$ cat config.mk
export PLATFORM = sky130hd
export DESIGN_NAME = dmem_arbiter
export DESIGN_NICKNAME = d
export VERILOG_FILES = /design/src/rtl/dmem_arbiter.sv
export SDC_FILE = /design/constraint.sdc
export NUM_CORES = 1
export LEC_CHECK = 0
export CORE_MARGIN = 5
export CORE_UTILIZATION = 20
export DETAILED_ROUTE_END_ITERATION = 8
export GPL_TIMING_DRIVEN = 0
export PLACE_DENSITY = 0.8
export SLEW_MARGIN = 20
export SYNTH_ARGS = -nofsm -noshare
export SYNTH_HDL_FRONTEND = slang
export SYNTH_SLANG_ARGS = --single-unit
export TNS_END_PERCENT = 5
$ cat constraint.sdc
create_clock -name i_clk -period 1.55 [get_ports i_clk]
set_clock_uncertainty 0.1 [all_clocks]
set_input_delay 0.2325 -clock i_clk [delete_from_list [all_inputs] [get_ports i_clk]]
set_output_delay 0.2325 -clock i_clk [all_outputs]
set_load 0.02 [all_outputs]
$ cat src/rtl/dmem_arbiter.sv
// ---------------------------------------------------------------------------
// dmem_arbiter
//   Shares the single-port data memory between the processor core and a
//   loader port. A registered IDLE/CORE/LD state decides the owner for the
//   coming cycle from the requests sampled at the edge. Grants decode that
//   state, so the first transfer arrives one cycle after the request.
//
//   Default build: the core has fixed priority. A 4-bit starvation counter
//   forces a single loader slot once the loader has waited STARVE_MAX cycles.
//   Build with DMEM_ARB_RR_EN defined: a simple round-robin between the two
//   ports replaces the priority logic and the counter.
//
// Ports
//   i_clk, i_rst                 clock (rising edge), async active-high reset
//   i_core_req/we/addr/wdata     core request; held until transferred
//   o_core_gnt                   core owns the memory this cycle
//   o_core_rdata                 memory read data for the core
//   o_core_stall                 core_req & ~core_gnt
//   i_ld_req/we/addr/wdata       loader request; held until transferred
//   o_ld_gnt, o_ld_rdata         loader grant and read data
//   o_mem_we/addr/wdata          memory command, driven by the granted port
//   i_mem_rdata                  memory read data (combinational on address)
// ---------------------------------------------------------------------------
module dmem_arbiter #(
    parameter int AW         = 8,
    parameter int DW         = 32,
    parameter int STARVE_MAX = 4
) (
    input  logic          i_clk,
    input  logic          i_rst,
    input  logic          i_core_req,
    input  logic          i_core_we,
    input  logic [AW-1:0] i_core_addr,
    input  logic [DW-1:0] i_core_wdata,
    output logic          o_core_gnt,
    output logic [DW-1:0] o_core_rdata,
    output logic          o_core_stall,
    input  logic          i_ld_req,
    input  logic          i_ld_we,
    input  logic [AW-1:0] i_ld_addr,
    input  logic [DW-1:0] i_ld_wdata,
    output logic          o_ld_gnt,
    output logic [DW-1:0] o_ld_rdata,
    output logic          o_mem_we,
    output logic [AW-1:0] o_mem_addr,
    output logic [DW-1:0] o_mem_wdata,
    input  logic [DW-1:0] i_mem_rdata
);

    typedef enum logic [1:0] {
        S_IDLE = 2'd0,
        S_CORE = 2'd1,
        S_LD   = 2'd2
    } state_t;

    state_t r_state;
    state_t w_next;
    logic   r_core_gnt;
    logic   r_ld_gnt;

`ifdef DMEM_ARB_RR_EN
    // 1 = loader was the most recent owner; reset value lets the core win the first tie
    logic r_last_ld;

    // Next owner: the port not served most recently wins a tie
    always_comb begin
        w_next = S_IDLE;
        if (i_core_req && i_ld_req) begin
            w_next = r_last_ld ? S_CORE : S_LD;
        end else if (i_core_req) begin
            w_next = S_CORE;
        end else if (i_ld_req) begin
            w_next = S_LD;
        end else begin
            w_next = S_IDLE;
        end
    end

    // Remember which port was granted last; IDLE keeps the previous owner
    always_ff @(posedge i_clk or posedge i_rst) begin
        if (i_rst) begin
            r_last_ld <= 1'b1;
        end else if (w_next == S_CORE) begin
            r_last_ld <= 1'b0;
        end else if (w_next == S_LD) begin
            r_last_ld <= 1'b1;
        end else begin
            r_last_ld <= r_last_ld;
        end
    end
`else
    localparam logic [3:0] STARVE_LIM = 4'(STARVE_MAX);

    logic [3:0] r_wait;
    logic       w_force_ld;

    // Next owner: core first, unless the loader has starved. The counter still
    // reads saturated during the forced LD cycle, so LD state is excluded to
    // keep the forced slot to exactly one cycle.
    always_comb begin
        w_next     = S_IDLE;
        w_force_ld = i_ld_req && (r_wait == STARVE_LIM) && (r_state != S_LD);
        if (w_force_ld) begin
            w_next = S_LD;
        end else if (i_core_req) begin
            w_next = S_CORE;
        end else if (i_ld_req) begin
            w_next = S_LD;
        end else begin
            w_next = S_IDLE;
        end
    end

    // Loader starvation counter: counts waiting cycles, saturates, clears on grant
    always_ff @(posedge i_clk or posedge i_rst) begin
        if (i_rst) begin
            r_wait <= 4'd0;
        end else if (r_ld_gnt) begin
            r_wait <= 4'd0;
        end else if (i_ld_req && (r_wait != STARVE_LIM)) begin
            r_wait <= r_wait + 4'd1;
        end else begin
            r_wait <= r_wait;
        end
    end
`endif

    // Arbitration FSM with registered grant flags decoded from the next state
    always_ff @(posedge i_clk or posedge i_rst) begin
        if (i_rst) begin
            r_state    <= S_IDLE;
            r_core_gnt <= 1'b0;
            r_ld_gnt   <= 1'b0;
        end else begin
            r_state    <= w_next;
            r_core_gnt <= (w_next == S_CORE);
            r_ld_gnt   <= (w_next == S_LD);
        end
    end

    // Memory command mux; a granted port that dropped its request never writes
    always_comb begin
        o_mem_we    = 1'b0;
        o_mem_addr  = '0;
        o_mem_wdata = '0;
        if (r_core_gnt) begin
            o_mem_we    = i_core_req && i_core_we && !i_rst;
            o_mem_addr  = i_core_addr;
            o_mem_wdata = i_core_wdata;
        end else if (r_ld_gnt) begin
            o_mem_we    = i_ld_req && i_ld_we && !i_rst;
            o_mem_addr  = i_ld_addr;
            o_mem_wdata = i_ld_wdata;
        end else begin
            o_mem_we    = 1'b0;
            o_mem_addr  = '0;
            o_mem_wdata = '0;
        end
    end

    assign o_core_gnt   = r_core_gnt;
    assign o_ld_gnt     = r_ld_gnt;
    assign o_core_stall = i_core_req && !r_core_gnt;
    assign o_core_rdata = i_mem_rdata;
    assign o_ld_rdata   = i_mem_rdata;

endmodule
==> results.cfg <==
[run_status]
outcome = complete, but fails checks
violations = negative setup slack

[timing]
min_period_ns = 1.80
report.final.slew_viol_count = 0
worst-slew-pin-transition_ns = 0.329
max_freq_ghz = 0.557
max_slew_margin = 0.780
rsz0062_at_grt = true
tns_ns = -8.87
post-route-period-util = 1.16
setup_ws_ns = -0.246
hold_viol_final = 0
timing.hold.ws_ns = 0.194
setup_viol = 40

[setup_path]
critPathArrivalTime_ns = 1.46
crit_slowest_cell = dfrtp_1
cp_slowest_stage_delay_ns = 0.38
cp.required_ns = 1.22
crit_family = buffers and inverters
path_class = flop to output port
path_max_fanout = 5
cp_num_buf_inv = 4
end_kind = output port
cp_common_cell = buf_6
crit_chain = buf_6 -> nor2b_4 -> buf_6 -> clkbuf_16 -> a22o_1 -> buf_6
crit_path_start_kind = flop

[yosys]
async_flop_share = 1.00
ys_seq_area_frac = 0.151
synth_top_area_frac = 0.374
syn-cell-area_mm2 = 0.00132
synth_common_cells = buf_4 (66), a22o_1 (38), dfrtp_1 (8), nand2_1 (5)
synth_compound_area_frac = 0.303
syn_inst = 160
synthSimpleGateAreaFrac = 0.0841
syn_area_per_cell_um2 = 8.27
yosysUniqueCellTypes = 24
yosysWarnings = 0
synth_edf_count = 0
synth_top_family_by_area = buffers and inverters
ys_ff_latch = 8
synth_nets = 280
yosysMostFrequentCell = buf_4
synth-xor-area-share = 0
synth_fa_ha_area_frac = 0.0189
synth_mux_area_frac = 0.0161
yosys.area.top_type = buf_4
synth_area_leaders = buf_4 (37%), a22o_1 (25%), dfrtp_1 (15%)
synth_top_flop_cell = dfrtp_1

[finish]
area_growth_pct = 174
insertedDiodeCount = 0
drive_gt1_frac = 0.377
layout.nets = 488
finalCoreUtilization = 0.568
fin_area_mm2 = 0.00363

[run]
cap_violations = 0

[route]
top_layer_used = met4
wl_per_cell_um = 16.8
routed-wl-met2_um = 4070
vias_per_cell = 4.35
first_pass_iters = 4
met3_length_um = 753
m1WireLength_um = 2590
ant_nets = 0
drtIter0Drc = 37
drc = 0
vias = 1927
drt_wl_total_um = 7440

[global_route]
grt_pass1_wl_um = 11100
grt-ovfl-total = 0
grt_pass1_vias = 2192
grt_max_degree = 11
grt.total_usage = 0.162
antenna_found_initial = 0

[floorplanning]
num_rows = 29
dieArea_mm2 = 0.00835
io_pins = 226
die_h_um = 91.4
die_w_um = 91.4
core_mm2 = 0.00639
start_util = 0.207

[clocking]
cts_hold_buffers = 0
clk_root_buffer_cell = clkbuf_8
cts_buffers = 3
cts_sinks = 8
htreeDepth = 1
cts.path.max_buffers = 2
cts_tree = yes
clk_pin_slew_ns = 0.04
insertion_delay_ns = 0.23

[placed_design]
gp_congestion = 0.805
port_buffers = 192
place_hpwl_um = 6450
placed_cell_area_mm2 = 0.00335

[power]
leakage_nw = 1.66
ir_drop_uv = 255
power.density_mw_per_mm2 = 573

[min_path]
hp-class = input port to flop
routing by layer:
layer  up-vias  global-route usage
li1        921                   -
met1       875               0.167
met2       126               0.323
met3         5              0.0504
met4         0              0.0220
met5         -                   0
layout make-up:
cell class                 count  area [µm²]
fill                         570        2760
tap                           77        96.3
clock buffer                   3        41.3
buffer                        75         596
multi-input combinational     73         569
sequential                     8         200
timing repair buffer         203        2110
inverter                       4        15.0
path summary, 6_finish.rpt:
check / start / endpoint / slack (ns) / cells past startpoint
min in group asynchronous: i_rst / r_state[1] / 0.22 / 2
hold reg to reg: r_wait[3] / r_wait[3] / 0.45 / 2
max in group asynchronous: i_rst / r_wait[2] / 0.89 / 2
setup reg to reg: r_wait[0] / r_wait[0] / -0.10 / 5
setup / recovery: o_ld_gnt / o_mem_wdata[9] / -0.25 / 6
hold / removal: i_ld_req / r_state[0] / 0.19 / 2
power by group:
group	internal, mW	switching, mW	total (mW)
Sequential	0.253	0.0493	0.302
Combinational	0.889	0.643	1.53
Clock	0.168	0.0777	0.246
stage by stage:
step           total power [mW]  cells  setup WS [ns]
6_report                   2.08    443         -0.246
2_1_floorplan              1.00    160        -0.0830
4_1_cts                    2.06    437         -0.271
3_3_place_gp               1.68    429         -0.615
5_1_grt                    2.20    443         -0.301
3_5_place_dp               1.71    429         -0.636
kinds of logic after synthesis:
| group | after synthesis |
|---|---|
| buffers and inverters | 79 |
| AOI/OAI and AO/OA | 48 |
| and+or+nand+nor | 21 |
| DFF | 8 |
| muxes | 2 |
| adders and majority gates | 2 |
state kept, by name (all words and copies together) (netlist names):
signal,cells
o_core_gnt,1
o_ld_gnt,1
r_state,2
r_wait,4
cell usage in the layout, fill, tap and decap left out, types with 2 or more instances in the layout:
master	Yosys	routed
nand3_1	4	4
a21oi_1	3	2
buf_4	66	76
nand2_1	5	5
inv_1	4	4
a21boi_0	2	2
clkbuf_16	0	2
ha_1	2	2
buf_8	0	3
dfrtp_1	8	8
buf_6	2	44
nand2b_1	3	3
nor2_1	4	3
clkbuf_2	0	2
a22o_1	38	38
clkbuf_8	0	3
a41oi_1	2	2
clkdlybuf4s50_1	0	148
what timing repair did:
| item | CTS | global route |
|---|---|---|
| pin swaps | 7 | 7 |
| resized for setup | 265 | 10 |
| gates cloned | 2 | 2 |
| endpoints found under the setup margin | 43 | 45 |
| setup buffers | 3 | 4 |
(Power assumes the default switching activity.)
